$ cat src/rtl/sse_result_packer_if.sv
// Byte-stream handshake from the result packer toward the host link.
interface sse_result_packer_if;
    logic [7:0] byte_out;
    logic       byte_valid;
    logic       byte_ready;

    modport master (output byte_out, byte_valid, input byte_ready);
    modport slave  (input byte_out, byte_valid, output byte_ready);
endinterface

$ cat src/rtl/sse_result_packer.sv
// Queues tagged SSE results with a pass flag and serializes each as a fixed byte packet;
// tracks the minimum error and its configuration ID since the last clear.
module sse_result_packer #(
    parameter int DEPTH = 4,
    parameter int CFG_W = 16
) (
    input  logic                    clk,
    input  logic                    rstn,
    input  logic [63:0]             err_in,
    input  logic                    err_valid,
    input  logic [CFG_W-1:0]        cfg_id,
    input  logic [63:0]             threshold,
    input  logic                    clear,
    sse_result_packer_if.master     bif,
    output logic [63:0]             best_err,
    output logic [CFG_W-1:0]        best_id,
    output logic                    best_valid,
    output logic                    last_pass,
    output logic                    overflow,
    output logic [$clog2(DEPTH):0]  fifo_count
);
    localparam int IDB   = CFG_W / 8;
    localparam int N     = 2 + IDB + 8;
    localparam int PKT_W = 8 * N;
    localparam int AW    = $clog2(DEPTH);
    localparam int IW    = $clog2(N);

    typedef struct packed {
        logic [CFG_W-1:0] id;
        logic [63:0]      err;
        logic             pass;
    } entry_t;

    typedef enum logic {IDLE, SEND} state_t;

    entry_t           mem [DEPTH];
    logic [AW-1:0]    wr_ptr, rd_ptr;
    logic             ne_q;
    state_t           state;
    logic [PKT_W-1:0] pkt;
    logic [IW-1:0]    idx;

    logic pass, full, push, pop, last;

    assign pass = (err_in <= threshold);
    assign full = (fifo_count == (AW+1)'(DEPTH));
    assign push = err_valid && !full;
    // The serializer looks at a registered non-empty view, which sets the
    // two-edge first-byte latency and the single bubble between packets.
    assign pop  = (state == IDLE) && ne_q && (fifo_count != '0);
    assign last = (idx == IW'(N-1));

    assign bif.byte_out   = pkt[PKT_W-1 -: 8];
    assign bif.byte_valid = (state == SEND);

    always_ff @(posedge clk) begin
        if (push) mem[wr_ptr] <= '{id: cfg_id, err: err_in, pass: pass};
    end

    always_ff @(posedge clk) begin
        if (!rstn) begin
            wr_ptr     <= '0;
            rd_ptr     <= '0;
            fifo_count <= '0;
            ne_q       <= 1'b0;
            state      <= IDLE;
            pkt        <= '0;
            idx        <= '0;
            best_err   <= '0;
            best_id    <= '0;
            best_valid <= 1'b0;
            last_pass  <= 1'b0;
            overflow   <= 1'b0;
        end else begin
            if (push) begin
                wr_ptr    <= wr_ptr + 1'b1;
                last_pass <= pass;
            end
            fifo_count <= fifo_count + (AW+1)'(push) - (AW+1)'(pop);
            ne_q       <= (fifo_count != '0);

            // A result arriving with clear is queued but never becomes best.
            if (clear) begin
                best_err   <= '0;
                best_id    <= '0;
                best_valid <= 1'b0;
            end else if (err_valid && (!best_valid || err_in < best_err)) begin
                best_err   <= err_in;
                best_id    <= cfg_id;
                best_valid <= 1'b1;
            end

            if (err_valid && full) overflow <= 1'b1;
            else if (clear)        overflow <= 1'b0;

            case (state)
                IDLE: if (pop) begin
                    pkt    <= {8'hA5, mem[rd_ptr].id, mem[rd_ptr].err, 7'b0, mem[rd_ptr].pass};
                    idx    <= '0;
                    rd_ptr <= rd_ptr + 1'b1;
                    state  <= SEND;
                end
                SEND: if (bif.byte_ready) begin
                    // Shifting in zeros leaves byte_out at 0 once the packet is done.
                    pkt <= {pkt[PKT_W-9:0], 8'h00};
                    idx <= idx + 1'b1;
                    if (last) state <= IDLE;
                end
            endcase
        end
    end
endmodule

$ cat src/flat_wrapper.sv
// flat-port wrapper written by rule: the top's interface ports become plain ports
module sse_result_packer_flat 
#(
    parameter int DEPTH = 4,
    parameter int CFG_W = 16
)
  (clk, rstn, err_in, err_valid, cfg_id, threshold, clear, best_err, best_id, best_valid, last_pass, overflow, fifo_count, bif_byte_out, bif_byte_valid, bif_byte_ready);
  sse_result_packer_if bif_i ();
  input  logic clk;
  input  logic rstn;
  input  logic [63:0] err_in;
  input  logic err_valid;
  input  logic [CFG_W-1:0] cfg_id;
  input  logic [63:0] threshold;
  input  logic clear;
  output logic [63:0] best_err;
  output logic [CFG_W-1:0] best_id;
  output logic best_valid;
  output logic last_pass;
  output logic overflow;
  output logic [$clog2(DEPTH):0] fifo_count;
  output wire logic [$bits(bif_i.byte_out)-1:0] bif_byte_out;
  output wire logic [$bits(bif_i.byte_valid)-1:0] bif_byte_valid;
  input wire logic [$bits(bif_i.byte_ready)-1:0] bif_byte_ready;
  assign bif_byte_out = bif_i.byte_out;
  assign bif_byte_valid = bif_i.byte_valid;
  assign bif_i.byte_ready = bif_byte_ready;
  sse_result_packer #(.DEPTH(DEPTH), .CFG_W(CFG_W)) u_core (.clk(clk), .rstn(rstn), .err_in(err_in), .err_valid(err_valid), .cfg_id(cfg_id), .threshold(threshold), .clear(clear), .bif(bif_i), .best_err(best_err), .best_id(best_id), .best_valid(best_valid), .last_pass(last_pass), .overflow(overflow), .fifo_count(fifo_count));
endmodule
$ cat config.mk
export PLATFORM = sky130hd
export DESIGN_NAME = sse_result_packer_flat
export DESIGN_NICKNAME = d
export VERILOG_FILES = /design/src/rtl/sse_result_packer_if.sv /design/src/rtl/sse_result_packer.sv /design/src/flat_wrapper.sv
export SDC_FILE = /design/constraint.sdc
export NUM_CORES = 1
export LEC_CHECK = 0
export CORE_MARGIN = 1.5
export CORE_UTILIZATION = 57
export DETAILED_ROUTE_END_ITERATION = 10
export GPL_ROUTABILITY_DRIVEN = 0
export HOLD_SLACK_MARGIN = 0.05
export PLACE_DENSITY = 0.78
export SLEW_MARGIN = 20
export SYNTH_ARGS = -nofsm -noshare
export SYNTH_HDL_FRONTEND = slang
export SYNTH_SLANG_ARGS = --single-unit
$ cat constraint.sdc
create_clock -name clk -period 4.28 [get_ports clk]
set_input_delay 0.642 -clock clk [delete_from_list [all_inputs] [get_ports clk]]
set_output_delay 0.642 -clock clk [all_outputs]
set_load 0.03 [all_outputs]
# Word level (Yosys, flattened, before mapping)
# Memory sizes are Yosys's and may differ from the RTL's. A register that Yosys moved wholly into a read port is not among the register bits.
# Index checks and enable logic that the tools add are counted.
dict set report totals {
  register_bits 192
  input_bits 149
  mem_count 1
  ram_bits 324
  elab_cells 55
}
# memory depth width read_ports rd_clocked_by_memory_dff wr line_no
set mem_list {}
lappend mem_list {u_core.mem 4 81 1 1 1 sse_result_packer.sv:36} ;# entry_t mem [DEPTH];
dict set report op_classes {
  n_addsub 5
  magnitude_cmp 2
  n_reduce_logical 13
  bitwise 2
  n_mux 16
  eq_ne 4
}
# operator count
set op_table {}
lappend op_table {{$mux 96} 2}
lappend op_table {{$pmux 96 s2} 1}
lappend op_table {{$le 64x64->1} 1}
lappend op_table {{$lt 64x64->1} 1}
lappend op_table {{$mux 4} 2}
lappend op_table {{$pmux 4 s2} 1}
lappend op_table {{$mux 1} 7}
lappend op_table {{$logic_and 1x1->1} 5}
lappend op_table {{$add 2x1->2 const B} 2}
lappend op_table {{$add 4x1->4 const B} 1}
lappend op_table {{$eq 4x4->1 const B} 1}
lappend op_table {{$mux 2} 2}
lappend op_table {{$reduce_and 2->1} 2}
lappend op_table {{$add 3x1->3} 1}
lappend op_table {{$eq 3x3->1 const B} 1}
lappend op_table {{$reduce_bool 3->1} 1}
lappend op_table {{$sub 3x1->3} 1}
lappend op_table {{$logic_not 1->1} 2}
lappend op_table {{$ne 2x1->1 const B} 1}
lappend op_table {{$ne 2x2->1 const B} 1}
lappend op_table {{$not 1->1} 2}
lappend op_table {{$pmux 1 s2} 1}
lappend op_table {{$reduce_bool 2->1} 1}
lappend op_table {{$reduce_or 2->1} 1}
lappend op_table {{$logic_or 1x1->1} 1}

# Logic depth before layout (Yosys ltp)
# Gate-level depths: netlist (run 1).
dict set report depth {
  word_depth 6
  mapped_depth 12
  depth_no_buf 11
}

# Worst setup path before layout (run 1)
# OpenSTA, ideal clock, no wires.
dict set report synth_timing {
  path_type {reg2reg}
  startpoint {register u_core.fifo_count[1]}
  endpoint {memory u_core.mem[1][0] in the netlist's numbering, enable pin}
  stages_incl_launch_ff 4
  slack_ps 739
  t_arrival_ps 3093
  setup_ps 448
  path_cell_list {dfxtp_1 > nor2_1 > a21oi_1 > and2_1}
}
dict set report synth_via {
  elab_chain_len 5
}
# item line_no
set synth_rtl {}
lappend synth_rtl {{from (decl)} sse_result_packer.sv:20} ;# output logic [$clog2(DEPTH):0] fifo_count
lappend synth_rtl {{from (signal assigned)} sse_result_packer.sv:79} ;# fifo_count <= fifo_count + (AW+1)'(push) - (AW+1)'(pop);
lappend synth_rtl {{$eq 3x3->1} sse_result_packer.sv:46} ;# assign full = (fifo_count == (AW+1)'(DEPTH));
lappend synth_rtl {{$logic_not 1->1} sse_result_packer.sv:47} ;# assign push = err_valid && !full;
lappend synth_rtl {{$logic_and 1x1->1} sse_result_packer.sv:47}
lappend synth_rtl {{net u_core.push} sse_result_packer.sv:43} ;# logic pass, full, push, pop, last;
lappend synth_rtl {{$mux 1} sse_result_packer.sv:57} ;# if (push) mem[wr_ptr] <= '{id: cfg_id, err: err_in, pass: pass};
lappend synth_rtl {{$mux 1 (implied by the code)} sse_result_packer.sv:57}
lappend synth_rtl {{to (decl)} sse_result_packer.sv:36}
# The timed path passes the listed nets, and every way through them passes these cells.

# Final worst setup path (run 1)
dict set report layout_timing {
  startpoint {input port err_in[63]}
  endpoint {register u_core.best_id[4]}
}
dict set report layout_via {
  elab_chain_len 3
}
# item line_no
set layout_rtl {}
lappend layout_rtl {{from (decl)} flat_wrapper.sv:11} ;# input logic [63:0] err_in;
lappend layout_rtl {{$lt 64x64->1} sse_result_packer.sv:87} ;# end else if (err_valid && (!best_valid || err_in < best_err)) begin
lappend layout_rtl {{$logic_or 1x1->1} sse_result_packer.sv:87}
lappend layout_rtl {{$logic_and 1x1->1} sse_result_packer.sv:87}
lappend layout_rtl {{to (signal assigned)} sse_result_packer.sv:89} ;# best_id <= cfg_id;
lappend layout_rtl {{to (decl)} sse_result_packer.sv:16} ;# output logic [CFG_W-1:0] best_id,
# No other way between the ends.
# A chain may end at the register's enable or synchronous reset.

==> impl_metrics.csv, run 1 <==
group,metric,value,unit
run_status,status,"completed",
detailed_routing,first_pass_iters,5,
yosys,synth_commonest_cells,"edfxtp_1, dfxtp_1, inv_1",
yosys,synth_top_cell_area_share,0.4208,
global_route,grt-ovfl-total,0,
detailed_routing,avgRoutedWirePerCell,22.67,um
sta,fin_worst_skew,0.01167,ns
clock_network,cts_resized,0,
global_route,antenna_found_initial,1,
flow_run,maxCapViolations,0,
worst_setup_path,rrSetupSlack,1.07,ns
yosys,synth_edf_count,324,
power,power_density,502.5,mW/mm2
clock_network,cts.clk_slew.worst_paths,0.06,ns
power,p_leak,9.781,nW
yosys,synth_compound_area_frac,0.1101,
worst_setup_path,start_kind,"primary input",
placement,dpl.cell_count,2440,
hold_path,min_path_type,"flop to flop",
worst_setup_path,reg2reg_depth,10,
clock_network,cts_tree,"built",
power,ir_drop,380.5,uV
finish,fin_area,0.02781,mm2
detailed_routing,drc,0,
yosys,synth_seq_area_share,0.5827,
placement,port_buffers,243,
clock_network,htreeDepth,2,
clock_network,clk_latency,0.55,ns
detailed_routing,viasPerCell,6.227,
yosys,ys_ff_latch,511,
yosys,synthArstFlopShare,0,
sta,min_period,3.506,ns
yosys,syn-cell-area,0.02312,mm2
global_route,grt_max_degree,102,
worst_setup_path,crit_required,4.76,ns
yosys,syn_avg_cell_area,13.15,um2
global_route,grt_pass1_vias,15910,
floorplan,chipHeight,204.4,um
placement,dp_hpwl,37020,um
hold_path,worstHoldStart,"u_core.pkt[84]$_SDFFE_PN0P_",
floorplan,die_area,0.04178,mm2
detailed_routing,routed_wirelength,57450,um
yosys,ys_warn_count,0,
clock_network,cts.sinks,511,
finish,fin_cells,2534,
sta,setup_viol_count_final,0,
global_route,grtUsageTotal,0.2776,
sta,hold_viol_final,0,
yosys,yosysTopAreaCell,"edfxtp_1",
sta,rsz0062_at_grt,"false",
yosys,yosysMostFrequentCell,"edfxtp_1",
yosys,synth.distinct_cells,53,
yosys,synth-main-ff-cell,"edfxtp_1",
yosys,synthCells,1758,
floorplan,rows,73,
finish,fin_nets,2251,
finish,num_antenna_cells,0,
power,total_power,13.97,mW
yosys,synthAdderAreaFrac,0.07338,
clock_network,ctsHoldBuffers,0,
hold_path,hold-path-endpoint,"u_core.pkt[92]$_SDFFE_PN0P_",
yosys,yosys.area_share.xor_xnor,0.002652,
hold_path,min_path_cells,2,
floorplan,coreArea,0.03991,mm2
yosys,synth_top_family_by_area,"multiplexers",
floorplan,die_w,204.4,um
sta,worst_pin_slew,1.089,ns
clock_network,cts-root-buf,"clkbuf_16",
sta,max_slew_margin,0.2739,
finish,fill_cells,2663,
clock_network,numCtsBuffers,50,
finish,area_growth,20.27,%
floorplan,io_pins,244,
detailed_routing,drt_iter0_markers,1405,
detailed_routing,vias,15780,
worst_setup_path,reg2reg_from,"u_core.bif.byte_valid$_SDFF_PN0_",
worst_setup_path,cp-end-kind,"flop",
placement,placed_cell_area,0.02609,mm2
global_route,grt_pass1_wl,89720,um
detailed_routing,drtAntennaViolNets,0,
sta,final_max_slew_viol_count,0,
worst_setup_path,cp.arrival,3.98,ns
worst_setup_path,crit_path_max_fanout,57,
finish,drive_gt1_frac,0.1055,
floorplan,initial_utilization,0.5793,
sta,fmax,0.2853,GHz
yosys,syn-num-nets,2042,
sta,period_share,0.8190,
yosys,synth_simple_gate_area_frac,0.06851,
worst_setup_path,crit_type,"primary input to flop",
yosys,netlist_top_cells_area,"edfxtp_1, dfxtp_1, mux4_2",
clock_network,clockBufferDepth,3,
yosys,yosys-mux-area-fraction,0.1114,
worst_setup_path,reg2reg_to,"u_core.fifo_count[2]$_SDFF_PN0_",
sta,setup_tns,0,ns
clock_network,post_cts_buffers,0,
==> worst max path at each step <==
stage	slack, ns	start	end	cells past startpoint
after floorplan	0.74	u_core.fifo_count[1]$_SDFF_PN0_	u_core.mem[1][0]$_DFFE_PP_	3
after global placement	0.31	err_in[63]	u_core.best_id[8]$_SDFFE_PP0P_	12
after detailed placement	0.30	err_in[63]	u_core.best_err[52]$_SDFFE_PP0P_	12
after CTS	0.85	err_in[63]	u_core.best_err[57]$_SDFFE_PP0P_	12
after global routing	0.69	err_in[63]	u_core.best_err[57]$_SDFFE_PP0P_	12
final	0.77	err_in[63]	u_core.best_id[4]$_SDFFE_PP0P_	12
==> cells by family (layout without fill, tap and decap cells) <==
family / Yosys count / in the layout
DFF: 511 / 511
AOI/OAI and AO/OA: 365 / 365
and+or+nand+nor: 317 / 317
buffers and inverters: 267 / 518
muxes: 156 / 156
adders and majority gates: 135 / 135
xor gates and xnor gates: 7 / 7
==> routing by layer <==
metal / up-vias / track usage / routed length [um]
li1: 7154 / - / -
met1: 7835 / 0.3791 / 23420
met2: 699 / 0.4699 / 28540
met3: 91 / 0.03364 / 4073
met4: 0 / 0.07799 / 1407
met5: - / 0 / 0
==> critical path: stages <==
cell             delay, ns
clkdlybuf4s50_1       0.66
ha_1                  0.43
nand4_1               0.16
nor4_1                0.55
buf_4                 0.24
nand2_1               0.11
nor3_1                0.16
buf_4                 0.18
o21a_2                0.17
buf_12                0.25
o31ai_1               0.15
a21boi_1              0.17
==> registers in the layout, indices dropped and copies added (netlist names), 2 cells and up, named ones only <==
signal	count
u_core.best_err	64
u_core.best_id	16
u_core.fifo_count	3
u_core.idx	4
u_core.mem	324
u_core.pkt	89
u_core.rd_ptr	2
u_core.wr_ptr	2
==> cell type report <==
| cell class | count | area, um2 | share of cell area |
|---|---|---|---|
| multi-input cells | 980 | 8526 | 0.3066 |
| inverters | 141 | 530.5 | 0.01908 |
| clock buffers | 73 | 1461 | 0.05256 |
| well taps | 525 | 656.9 | 0.02362 |
| repair buffers | 283 | 2899 | 0.1043 |
| flip-flops and latches | 511 | 13480 | 0.4849 |
| clock inverters | 21 | 249.0 | 0.008954 |
==> through the flow <==
stage          utilization  setup slack, ns  hold WS (ns)
3_3_place_gp        0.6537           0.3130        0.4462
4_1_cts             0.6966           0.8456        0.4640
5_1_grt             0.6967           0.6867        0.4782
2_1_floorplan            -           0.7390        0.4323
6_report            0.6967           0.7745        0.4587
3_5_place_dp        0.6537           0.2989        0.4551
==> report_power, final <==
| part | internal [mW] | total [mW] | switching (mW) |
|---|---|---|---|
| Combinational | 1.40 | 3.04 | 1.64 |
| Sequential | 5.97 | 6.42 | 0.456 |
| Clock | 2.73 | 4.51 | 1.79 |
| Total | 10.1 | 14.0 | 3.88 |
==> placed cells by master (no fill, tap or decap), types with 4 or more instances in the layout <==
| cell type | netlist | final |
|---|---|---|
| edfxtp_1 | 324 | 324 |
| clkdlybuf4s50_1 | 0 | 243 |
| dfxtp_1 | 187 | 184 |
| inv_1 | 141 | 140 |
| ha_1 | 134 | 134 |
| nand4_1 | 110 | 110 |
| nor2_1 | 98 | 97 |
| o31ai_1 | 81 | 81 |
| mux4_2 | 81 | 81 |
| a21boi_1 | 80 | 80 |
| a211oi_1 | 77 | 77 |
| mux2i_1 | 74 | 74 |
| a21oi_1 | 60 | 60 |
| clkbuf_16 | 0 | 53 |
| nand2_1 | 53 | 52 |
| buf_4 | 8 | 26 |
| o21ai_0 | 25 | 25 |
| nand3_1 | 22 | 21 |
| clkbuf_1 | 70 | 14 |
| buf_12 | 0 | 13 |
| a21o_1 | 11 | 11 |
| clkinv_2 | 0 | 8 |
| nor4_1 | 7 | 7 |
| clkinv_1 | 0 | 7 |
| nor3_1 | 6 | 6 |
| a31oi_1 | 6 | 6 |
| bufinv_16 | 0 | 6 |
| clkbuf_8 | 0 | 6 |
| and2_4 | 0 | 4 |
| xor2_1 | 4 | 4 |
Power figures use the tool's default switching activity.
==> run 2, diff against run 1 <==
- clock period: 4.28 -> 3.7 ns (I/O delays scaled with it)
==> run 2 against run 1 <==
Net effect: critical path type unchanged; critical endpoint is now u_core.best_err[9]$_SDFFE_PP0P_; hold slack got worse by 0.0049 ns; largest power group unchanged; sequential power increased by 15%; setup slack got worse by 0.41 ns; die area unchanged; non-clock buffer count increased by 26.
==> impl_metrics.csv, run 2 (synthesis gave the netlist of run 1 again) <==
group,metric,value,unit
run_status,status,"completed",
power,p_leak,9.921,nW
detailed_routing,drc,0,
clock_network,clockBufferDepth,3,
detailed_routing,drt_iter0_markers,1514,
sta,fmax,0.3003,GHz
detailed_routing,first_pass_iters,5,
sta,min_period,3.331,ns
finish,layout_commonest_cell,"edfxtp_1",
finish,num_antenna_cells,0,
sta,hold_viol_final,0,
worst_setup_path,crit_path_max_fanout,27,
clock_network,htreeDepth,2,
sta,rsz0062_at_grt,"false",
worst_setup_path,reg2reg_depth,12,
finish,largest_reg_flops,324,
worst_setup_path,startpoint,"err_in[10]",
finish,fill_cells,2629,
sta,final_max_slew_viol_count,0,
clock_network,cts_resized,0,
clock_network,ctsHoldBuffers,0,
placement,pre_cts_slack,-0.1598,ns
clock_network,numCtsBuffers,51,
worst_setup_path,start_kind,"primary input",
clock_network,cts_tree,"built",
sta,period_share,0.9001,
hold_path,min_path_cells,2,
finish,mostFrequentLayoutCells,"edfxtp_1, clkdlybuf4s50_1, dfxtp_1",
worst_setup_path,endpoint,"u_core.best_err[9]$_SDFFE_PP0P_",
global_route,grt_max_degree,81,
power,total_power,16.28,mW
power,power_density,580.7,mW/mm2
floorplan,io_pins,244,
detailed_routing,vias,15960,
clock_network,cts.clk_slew.worst_paths,0.06,ns
floorplan,coreArea,0.03991,mm2
clock_network,cts-root-buf,"clkbuf_16",
finish,largestRegisters,"u_core.mem x324, u_core.pkt x89, u_core.best_err x64",
global_route,grtUsageTotal,0.2794,
finish,regMostFlops,"u_core.mem",
sta,fin_worst_skew,0.01871,ns
worst_setup_path,cp-end-kind,"flop",
sta,setup_viol_count_final,0,
flow_run,maxCapViolations,0,
detailed_routing,drtAntennaViolNets,0,
detailed_routing,routed_wirelength,58290,um
worst_setup_path,cp.arrival,3.82,ns
sta,worst_pin_slew,0.8089,ns
global_route,grt_pass1_wl,90060,um
clock_network,clk_latency,0.57,ns
worst_setup_path,reg2reg_to,"u_core.best_err[9]$_SDFFE_PP0P_",
detailed_routing,avgRoutedWirePerCell,22.77,um
finish,fin_nets,2278,
placement,port_buffers,243,
sta,setup_slack,0.3695,ns
clock_network,cts.sinks,511,
global_route,grt-ovfl-total,0,
placement,dp_hpwl,37300,um
floorplan,die_w,204.4,um
global_route,antenna_found_initial,2,
worst_setup_path,crit_type,"primary input to flop",
worst_setup_path,rrSetupSlack,0.57,ns
global_route,grt_pass1_vias,16410,
floorplan,chipHeight,204.4,um
detailed_routing,viasPerCell,6.236,
floorplan,die_area,0.04178,mm2
worst_setup_path,crit_required,4.19,ns
sta,max_slew_margin,0.4607,
floorplan,rows,73,
floorplan,initial_utilization,0.5793,
power,ir_drop,341.1,uV
clock_network,post_cts_buffers,0,
worst_setup_path,reg2reg_from,"u_core.best_err[63]$_SDFFE_PP0P_",
finish,drive_gt1_frac,0.1189,
hold_path,min_path_type,"flop to flop",
finish,area_growth,21.26,%
run 2: cell types whose count changed in the layout (fill, tap and decap cells not counted):
cell | previous run | this run
clkinvlp_4 | 1 | 2
clkinv_1 | 7 | 9
clkbuf_8 | 6 | 2
buf_12 | 13 | 16
bufinv_16 | 6 | 7
buf_4 | 26 | 50
clkinv_2 | 8 | 13
inv_6 | 0 | 1
clkbuf_1 | 14 | 8
buf_6 | 1 | 0
run 2: cell type report:
type,instances,area (um2),share of cell area
clock buffer,63,1384,0.04936
clock inverter,31,327.8,0.01169
inverter,141,530.5,0.01892
multi-input combinational,980,8526,0.3041
sequential,511,13480,0.4809
tap,525,656.9,0.02343
timing repair buffer,309,3128,0.1116
run 2: per-stage QoR:
step / area [um2] / instances / utilization / hold WS, ns / TNS (ns)
2_1_floorplan: 23120 / 1758 / - / 0.4323 / 0
3_3_place_gp: 26330 / 2466 / 0.6595 / 0.4422 / -0.4046
3_5_place_dp: 26330 / 2466 / 0.6595 / 0.4499 / -6.607
4_1_cts: 28040 / 2560 / 0.7024 / 0.4575 / 0
5_1_grt: 28040 / 2560 / 0.7024 / 0.4753 / 0
6_report: 28040 / 2560 / 0.7024 / 0.4538 / 0
run 2: layer usage:
metal,vias up,global-route usage,routed length (um)
li1,7207,-,-
met1,7900,0.3683,23380
met2,753,0.4769,29230
met3,102,0.04401,4373
met4,2,0.08587,1292
met5,-,0,13
run 2: power breakdown:
part           total, mW  switching, mW  internal, mW
combinational       3.65           1.99          1.66
sequential          7.38          0.478          6.90
clock               5.25           2.12          3.14
total               16.3           4.58          11.7
run 2: how the worst min path moves through the flow:
stage                                startpoint                          end
finish              u_core.pkt[84]$_SDFFE_PN0P_  u_core.pkt[92]$_SDFFE_PN0P_
global route        u_core.pkt[86]$_SDFFE_PN0P_  u_core.pkt[94]$_SDFFE_PN0P_
detailed placement  u_core.pkt[84]$_SDFFE_PN0P_  u_core.pkt[92]$_SDFFE_PN0P_
global placement    u_core.pkt[84]$_SDFFE_PN0P_  u_core.pkt[92]$_SDFFE_PN0P_
floorplan           u_core.pkt[81]$_SDFFE_PN0P_  u_core.pkt[89]$_SDFFE_PN0P_
CTS                 u_core.pkt[84]$_SDFFE_PN0P_  u_core.pkt[92]$_SDFFE_PN0P_
run 2: critical path: stages:
cell             delay, ns
clkdlybuf4s50_1       0.59
ha_1                  0.40
nand4_1               0.23
nor4_1                0.33
a311oi_1              0.09
buf_4                 0.15
a31oi_1               0.49
o21a_2                0.27
buf_4                 0.34
o31ai_1               0.15
a21boi_1              0.18
